`config.mk`:
```
export PLATFORM = sky130hd
export DESIGN_NAME = agc_fetch_sequencer
export DESIGN_NICKNAME = d
export VERILOG_FILES = /design/src/rtl/agc_pkg.sv /design/src/rtl/agc_tp_counter.sv /design/src/rtl/agc_fetch_sequencer.sv
export SDC_FILE = /design/constraint.sdc
export NUM_CORES = 1
export LEC_CHECK = 0
export CAP_MARGIN = 0
export CORE_MARGIN = 3
export CORE_UTILIZATION = 29
export DETAILED_ROUTE_END_ITERATION = 16
export SYNTH_ARGS = -nofsm -noshare
export SYNTH_HDL_FRONTEND = slang
export SYNTH_HIERARCHICAL = 1
export SYNTH_SLANG_ARGS = --single-unit
```
`constraint.sdc`:
```
create_clock -name clk -period 2.6 [get_ports clk]
set_clock_uncertainty 0.05 [all_clocks]
set_input_delay 0.65 -clock clk [delete_from_list [all_inputs] [get_ports clk]]
set_output_delay 0.65 -clock clk [all_outputs]
set_load 0.01 [all_outputs]
```
`src/rtl/agc_pkg.sv`:
```
// Shared types and constants for the AGC instruction fetch sequencer.
package agc_pkg;

  typedef enum logic [2:0] {
    IDLE,
    ADDR,
    WAIT,
    TP,
    FAULT
  } fetch_state_t;

  localparam int WORD_W = 15;
  localparam int MEM_W = 16;
  localparam logic [11:0] RESET_PC = 12'o4000;
  localparam int TP_DECODE = 4;

endpackage

```
`src/rtl/agc_tp_counter.sv`:
```
// Timing pulse counter: loads 1 on start, steps 1..NUM_TP while enabled, then returns to 0.
module agc_tp_counter
  import agc_pkg::*;
#(
  parameter int NUM_TP = 12
) (
  input  logic       clk,
  input  logic       reset,
  input  logic       start,
  input  logic       en,
  output logic [3:0] tp_num,
  output logic       tp4,
  output logic       last_tp
);

  assign tp4 = (tp_num == 4'(TP_DECODE));
  assign last_tp = (tp_num == 4'(NUM_TP));

  always_ff @(posedge clk) begin
    if (reset) begin
      tp_num <= '0;
    end else if (start) begin
      tp_num <= 4'd1;
    end else if (en) begin
      tp_num <= last_tp ? 4'd0 : tp_num + 4'd1;
    end
  end

endmodule

```
`src/rtl/agc_fetch_sequencer.sv`:
```
// AGC fetch sequencer: reads one parity-checked word per instruction and steps the timing pulses.
module agc_fetch_sequencer #(
  parameter int                ADDR_W   = 12,
  parameter logic [ADDR_W-1:0] RESET_PC = ADDR_W'(agc_pkg::RESET_PC),
  parameter int                NUM_TP   = 12,
  parameter int                TIMEOUT  = 15
) (
  input  logic                        clk,
  input  logic                        reset,
  input  logic                        run,
  output logic [ADDR_W-1:0]           mem_addr,
  output logic                        mem_rd,
  input  logic                        mem_ready,
  input  logic [agc_pkg::MEM_W-1:0]   mem_data,
  output logic [agc_pkg::WORD_W-1:0]  instr,
  output logic                        instr_valid,
  output logic [3:0]                  tp_num,
  output logic                        tp4,
  input  logic                        jump,
  input  logic [ADDR_W-1:0]           jump_addr,
  output logic [ADDR_W-1:0]           pc,
  output logic                        parity_err,
  output logic                        bus_timeout,
  output logic                        busy
);
  import agc_pkg::*;

  localparam int CNT_W = $clog2(TIMEOUT + 1);
  // The wait counter holds k-1 during the k-th WAIT cycle, so this marks the last allowed cycle.
  localparam logic [CNT_W-1:0] LAST_WAIT = CNT_W'(TIMEOUT - 1);

  fetch_state_t     state, next_state;
  logic [CNT_W-1:0] wait_cnt;
  logic             parity_ok;
  logic             capture;
  logic             par_fault;
  logic             timeout_fault;
  logic             last_tp;

  assign parity_ok     = ^mem_data;
  assign capture       = (state == WAIT) && mem_ready && parity_ok;
  assign par_fault     = (state == WAIT) && mem_ready && !parity_ok;
  assign timeout_fault = (state == WAIT) && !mem_ready && (wait_cnt == LAST_WAIT);

  assign mem_addr    = pc;
  assign mem_rd      = (state == ADDR);
  assign instr_valid = (state == TP);
  assign busy        = (state != IDLE) && (state != FAULT);

  agc_tp_counter #(
    .NUM_TP(NUM_TP)
  ) u_tp_counter (
    .clk    (clk),
    .reset  (reset),
    .start  (capture),
    .en     (state == TP),
    .tp_num (tp_num),
    .tp4    (tp4),
    .last_tp(last_tp)
  );

  always_comb begin
    next_state = state;
    case (state)
      IDLE:    if (run) next_state = ADDR;
      ADDR:    next_state = WAIT;
      WAIT: begin
        if (capture) next_state = TP;
        else if (par_fault || timeout_fault) next_state = FAULT;
      end
      TP:      if (last_tp) next_state = run ? ADDR : IDLE;
      FAULT:   next_state = FAULT;
      default: next_state = IDLE;
    endcase
  end

  always_ff @(posedge clk) begin
    if (reset) begin
      state       <= IDLE;
      wait_cnt    <= '0;
      pc          <= RESET_PC;
      instr       <= '0;
      parity_err  <= 1'b0;
      bus_timeout <= 1'b0;
    end else begin
      state <= next_state;
      if (state == ADDR) wait_cnt <= '0;
      else if (state == WAIT) wait_cnt <= wait_cnt + 1'b1;
      if (capture) instr <= mem_data[MEM_W-1:1];
      // jump is only meaningful in the final timing pulse; the pc wraps naturally.
      if ((state == TP) && last_tp) pc <= jump ? jump_addr : pc + 1'b1;
      if (par_fault) parity_err <= 1'b1;
      if (timeout_fault) bus_timeout <= 1'b1;
    end
  end

endmodule
```
==> summary.md, run 1 <==
| Metric | Value |
|---|---|
| Worst setup SP type | `flop` |
| Setup Buffers After CTS | `0` |
| Pleak | `approximately 1.1 nW` |
| Post-DP HPWL | `around 4000 um` |
| Initial core utilization | `0.3061` |
| Post-CTS Hold Buffers | `0` |
| IO Pins | `82` |
| Worst R2R End | `mem_addr[11]` |
| Diode count | `0` |
| Post-Syn Instances | `270` |
| R2R Path Start | `u_tp_counter/tp_num[0]` |
| Die ar. | `roughly 9000 um^2` |
| Top_reg_cell synth | `dfxtp_1` |
| Top delay family on crit path | `buffers and inverters` |
| Drt drc | `0` |
| Endpoints failing setup | `0` |
| CP bufs+invs | `1` |
| Vias in the first global route | `slightly below 2000` |
| Clock slew at reported path FFs | `80 ps` |
| Max-cap violations | `0` |
| Row count | `31` |
| Initial antenna violation count | `0` |
| Fmax | `418.9 MHz` |
| Via count | `2042` |
| Synth area leaders | `dfxtp_1, nand2b_1, mux2i_1` |
| CTS Buffer Depth | `2` |
| Port bufs | `between 80 and 90` |
| Detailed Route Iter0 Violations | `76` |
| Hold EP | `bus_timeout` |
| Leading area contributor after synthesis | `dfxtp_1` |
| Placer Congestion | `around 0.77` |
| CP endpoint kind | `primary output` |
| Syn. warnings | `6` |
| WHS Path Cells | `2` |
| Root Buffer | `clkbuf_8` |
| Slew HR | `0.6854` |
| CTS tree | `built` |
| Worst min path class | `reg -> reg` |
| PwrDens | `431.9 nW/um^2` |
| Wirelength per Cell | `~12 um` |
| Post-synth EDFFs | `0` |
| Slew Limit Fails | `0` |
| Synthesized net count | `308` |
| Critical Path RT | `~1900 ps` |
| Crit path DAT | `around 1700 ps` |
| Post-synth top area share | `0.3513` |
| Util after Layout | `0.4274` |
| Die Y | `between 90 and 100 um` |
| Synth Register Bits | `40` |
| CTS H-tree depth | `2` |
| CTS resizes | `0` |
| Largest net degree at the start of global routing | `33` |
| DRT antenna net count | `0` |
| Sequential area share after synthesis | `0.3513` |
| Dpl ws | `-56.22 ps` |
| Fillers | `approximately 770` |
| Crit-path max FO | `8` |
| Worst reg2reg path depth | `7` |
| RSZ-0062 raised after global routing | `false` |
| Inst Count DP | `approximately 430` |
| Post-Syn Area | `between 2000 and 2500 um^2` |
| DRT Pass-1 Iters | `4` |
| Skew-Pair Late Insertion Delay | `290 ps` |
| Post-Route WL | `roughly 5400 um` |
| Synthesized area per cell | `8.443 um^2` |
| Worst-path cell chain | `nor3b_1, clkdlybuf4s50_1` |
| Asr flop ratio synth | `0` |
| Die Wd | `approximately 95 um` |
| Hold Violations, Final | `0` |
| # nets final | `377` |
| CP Class | `reg -> out` |
| HP Start | `bus_timeout` |
| Final min period | `roughly 2400 ps` |
| Global Route Usage Sum | `0.1255` |
| Peak supply drop | `around 210 uV` |
| Fin worst setup slack | `roughly 210 ps` |
| Least-Margin Pin Slew | `472.0 ps` |
| Crit path largest cell delay | `~630 ps` |
| Total CTS buffers | `5` |
| Synth unique cells | `43` |
| Via density | `~4.7` |
| First-pass GRT wire length | `9087 um` |
| Layout Cells excl Fill | `around 440` |
| Core area | `7447 um^2` |
| Total gr overflow | `0` |
| Clk sinks | `40` |
| Period utilisation layout | `0.9181` |
| Share of cells above drive strength 1 | `0.04720` |
| Area delta synth->final | `39.63%` |
| R2R setup slack | `~660 ps` |
| Crit path max-delay cell type | `clkdlybuf4s50_1` |
| Status | `finished clean` |
| Setup tns final | `0 ps` |
kinds of logic after synthesis:
family	synth area share
compound gates	0.1438
buf+inv	0.08617
xor+xnor	0.07300
flops	0.3513
simple gates	0.2393
fa+ha+maj	0.02744
mux	0.07903
Yosys cell counts, drive strengths merged (6+ instances only):
cell	n
clkbuf	10
o21ai	11
xnor2	15
inv	9
mux2i	18
buf	15
nor3	8
a211oi	6
nand2b	29
nand3	6
nand2	12
a21oi	18
dfxtp	40
nor2	23
metal layers:
| layer | vias to the layer above | track usage | wire, um |
|---|---|---|---|
| li1 | 1053 | - | - |
| met5 | - | 0 | 0 |
| met4 | 0 | 0.03606 | 36 |
| met1 | 903 | 0.1510 | 2551 |
| met3 | 4 | 0.04940 | 529 |
| met2 | 82 | 0.2067 | 2322 |
worst max path at each step:
stage	start	endpoint	slack, ps	cells past startpoint
6_report	state[0]	mem_rd	210	2
5_1_grt	state[0]	mem_rd	20	2
4_1_cts	state[0]	mem_rd	180	2
3_5_place_dp	mem_data[13]	instr[13]	-60	8
3_3_place_gp	mem_data[13]	instr[10]	20	8
2_1_floorplan	mem_data[13]	u_tp_counter/tp_num[0]	600	9
registers in the layout (all words and copies together) (netlist names):
name	cells
mem_addr	12
state	3
u_tp_counter/tp_num	4
wait_cnt	4
parity_err	1
instr	15
bus_timeout	1
cells in the final DEF (no fill, tap or decap), drive strengths merged, types with 3 or more instances in the layout:
cell type and instances:
nor2 23, inv 9, or2b 3, a21oi 18, a31oi 5, o31ai 3
buf 6, nand2b 29, ha 5, xor2 4, and3 5, a211oi 6
nor3 8, nand2 12, dfxtp 40, xnor2 15, clkdlybuf4s50 81, nand3 6
clkbuf 5, nand3b 3, mux2i 18, o21ai 11, and2 3
worst register-to-register path: stages (launching register included):
cell     delay [ps]
dfxtp_1         360
inv_1            80
ha_1            180
and3_1          270
and2_1          460
o21ai_0         190
a21oi_1         170
o21ai_1          80
metrics by stage:
| stage | hold slack, ps | instance area, um^2 | total power [W] |
|---|---|---|---|
| 6_report | 422.7 | 3183 | 0.001375 |
| 3_5_place_dp | 409.8 | 3102 | 0.0009936 |
| 3_3_place_gp | 403.7 | 3102 | 0.0009910 |
| 5_1_grt | 444.7 | 3183 | 0.001465 |
| 4_1_cts | 429.1 | 3183 | 0.001396 |
| 2_1_floorplan | 421.5 | 2280 | 0.0008505 |
final cells by class:
class	instances	area, um^2	area share
timing repair buffer	87	855.8	0.2689
tap	99	123.9	0.03892
clock buffer	5	68.82	0.02162
sequential	40	800.8	0.2516
multi-input combinational	196	1282	0.4029
inverter	9	38.79	0.01219
clock inverter	2	12.51	0.003931
power breakdown:
group	switching, W	internal (W)	leakage, nW
combinational	0.000137	0.000180	0.737
clock	0.000216	0.000182	0.0400
sequential	0.0000249	0.000634	0.323
total	0.000378	0.000997	1.10
(Power assumes the default switching activity.)
==> run 2: changes to the inputs <==
- CORE_ASPECT_RATIO: unset -> 0.6
==> summary.md, run 2 (same netlist as run 1, synthesis figures left out) <==
| Metric | Value |
|---|---|
| DRT Pass-1 Iters | `4 (unchanged)` |
| Final min period | `2394 ps (was 2387 ps)` |
| Fmax | `417.8 MHz (was 418.9 MHz)` |
| Fin Hold WS | `425.6 ps (was 422.7 ps)` |
| CTS resizes | `0 (unchanged)` |
| Setup Buffers After CTS | `0 (unchanged)` |
| Placer Congestion | `0.8136 (was 0.7737)` |
| CTS H-tree depth | `2 (unchanged)` |
| Critical Path Start | `state[1] (was state[0])` |
| Most frequent cells in the layout | `clkdlybuf4s50_1, dfxtp_1, nand2b_1 (unchanged)` |
| Max-cap violations | `0 (unchanged)` |
| Status | `finished clean (unchanged)` |
| CP Class | `reg -> out (unchanged)` |
| Worst min path class | `reg -> reg (unchanged)` |
| Initial core utilization | `0.3061 (unchanged)` |
| RSZ-0062 raised after global routing | `false (unchanged)` |
| Global Route Usage Sum | `0.1319 (was 0.1255)` |
| # nets final | `376 (was 377)` |
| Largest net degree at the start of global routing | `33 (unchanged)` |
| Port bufs | `81 (unchanged)` |
| Post-DP HPWL | `4640 um (was 4049 um)` |
| Skew-Pair Late Insertion Delay | `280 ps (was 290 ps)` |
| Via density | `4.600 (was 4.662)` |
| R2R Path Start | `state[1] (was u_tp_counter/tp_num[0])` |
| Critical Path RT | `1900 ps (about the same)` |
| Wirelength per Cell | `13.68 um (was 12.42 um)` |
| CTS tree | `built (unchanged)` |
| DP Area | `3100 um^2 (was 3102 um^2)` |
| Worst R2R End | `mem_addr[11] (unchanged)` |
| Setup tns final | `0 ps (unchanged)` |
| Row count | `24 (was 31)` |
| Peak supply drop | `348.9 uV (was 205.7 uV)` |
| Post-CTS Hold Buffers | `0 (unchanged)` |
| Clk sinks | `40 (unchanged)` |
| Crit path DAT | `1690 ps (about the same)` |
| CP endpoint kind | `primary output (unchanged)` |
| Util after Layout | `0.4388 (was 0.4274)` |
| Die Wd | `120.5 um (was 94.66 um)` |
| Commonest non-fill, non-tap cell in the layout | `clkdlybuf4s50_1 (unchanged)` |
| R2R setup slack | `630 ps (was 660 ps)` |
| Sequential Area | `800.8 um^2 (unchanged)` |
| Detailed Route Iter0 Violations | `95 (was 76)` |
| Clock slew at reported path FFs | `60 ps (was 80 ps)` |
| PwrDens | `510.1 nW/um^2 (was 431.9 nW/um^2)` |
| Fillers | `776 (was 768)` |
| Max reg flops | `15 (unchanged)` |
| Design area | `3268 um^2 (was 3183 um^2)` |
| Endpoints failing setup | `0 (unchanged)` |
| Slew Limit Fails | `0 (unchanged)` |
| Period utilisation layout | `0.9206 (was 0.9181)` |
| Inst Count DP | `435 (was 431)` |
| Diode count | `0 (unchanged)` |
| Area delta synth->final | `43.36% (was 39.63%)` |
| Pleak | `1.135 nW (was 1.100 nW)` |
| Drt drc | `0 (unchanged)` |
| CTS Buffer Depth | `2 (unchanged)` |
| Slew HR | `0.6635 (was 0.6854)` |
| Vias in the first global route | `1923 (was 1950)` |
| Total CTS buffers | `5 (unchanged)` |
| Root Buffer | `clkbuf_16 (was clkbuf_8)` |
| Post-Route WL | `6060 um (was 5439 um)` |
| Hold Violations, Final | `0 (unchanged)` |
| Crit-path max FO | `11 (was 8)` |
| Via count | `2038 (was 2042)` |
| Die Y | `74.68 um (was 94.66 um)` |
| Die ar. | `8995 um^2 (was 8961 um^2)` |
| Area of the multi-input gates | `1282 um^2 (unchanged)` |
| Core area | `7447 um^2 (unchanged)` |
| CP Capture Point | `mem_rd (unchanged)` |
| Top reg by flops | `instr (unchanged)` |
| Worst setup SP type | `flop (unchanged)` |
| DRT antenna net count | `0 (unchanged)` |
| Share of cells above drive strength 1 | `0.04720 (unchanged)` |
| Initial antenna violation count | `0 (unchanged)` |
| IO Pins | `82 (unchanged)` |
| Least-Margin Pin Slew | `504.8 ps (was 472.0 ps)` |
| Layout Cells excl Fill | `443 (was 438)` |
| Worst reg2reg path depth | `6 (was 7)` |
| First-pass GRT wire length | `9535 um (was 9087 um)` |
| Total gr overflow | `0 (unchanged)` |
## run 2: cell types whose count changed in the layout (fill, tap and decap cells not counted)
cell / delta
buf_4: -1
clkbuf_8: -5
bufinv_16: +1
clkbuf_16: +5
## run 2: power by group
group / switching (W) / internal [W] / total [W]
Combinational: 0.000139 / 0.000168 / 0.000307
Sequential: 0.0000221 / 0.000635 / 0.000657
Clock: 0.000252 / 0.000451 / 0.000703
## run 2: worst min-delay path by stage
| stage | to | from | depth (start not counted) | slack [ps] |
|---|---|---|---|---|
| floorplan | wait_cnt[3] | wait_cnt[3] | 2 | 420 |
| global placement | parity_err | parity_err | 1 | 410 |
| detailed placement | instr[13] | instr[13] | 2 | 420 |
| CTS | instr[13] | instr[13] | 2 | 430 |
| global route | instr[5] | instr[5] | 2 | 450 |
| finish | instr[13] | instr[13] | 2 | 430 |
## run 2: area by class of cell
type | count | share of cell area
Clock buffer | 5 | 0.03828
Multi-Input combinational cell | 196 | 0.3924
Clock inverter | 3 | 0.01302
Sequential cell | 40 | 0.2450
Timing Repair Buffer | 86 | 0.2596
Inverter | 9 | 0.01187
Tap cell | 104 | 0.03982
## run 2: metal layers
layer  global-route usage  share of wire
met3              0.02853          0.047
met2               0.1849           0.40
met4              0.03392         0.0076
met5                    0              0
met1               0.2033           0.55
## run 2: through the flow
stage | setup WS, ps | total power (W)
2_1_floorplan | 602.7 | 0.0008505
3_3_place_gp | 12.61 | 0.0009761
3_5_place_dp | -60.48 | 0.0009779
4_1_cts | 176.5 | 0.001683
5_1_grt | 103.3 | 0.001739
6_report | 206.4 | 0.001667
## run 2: critical path, stage by stage, from the launching register on
cell and delay [ps]:
dfxtp_1 400, nor3b_1 380, clkdlybuf4s50_1 630
==> run 3: changes to the inputs <==
- SLEW_MARGIN: unset -> 20
==> results of run 3 <==
No change in the layout: final DEF, timing and power equal those of run 2.
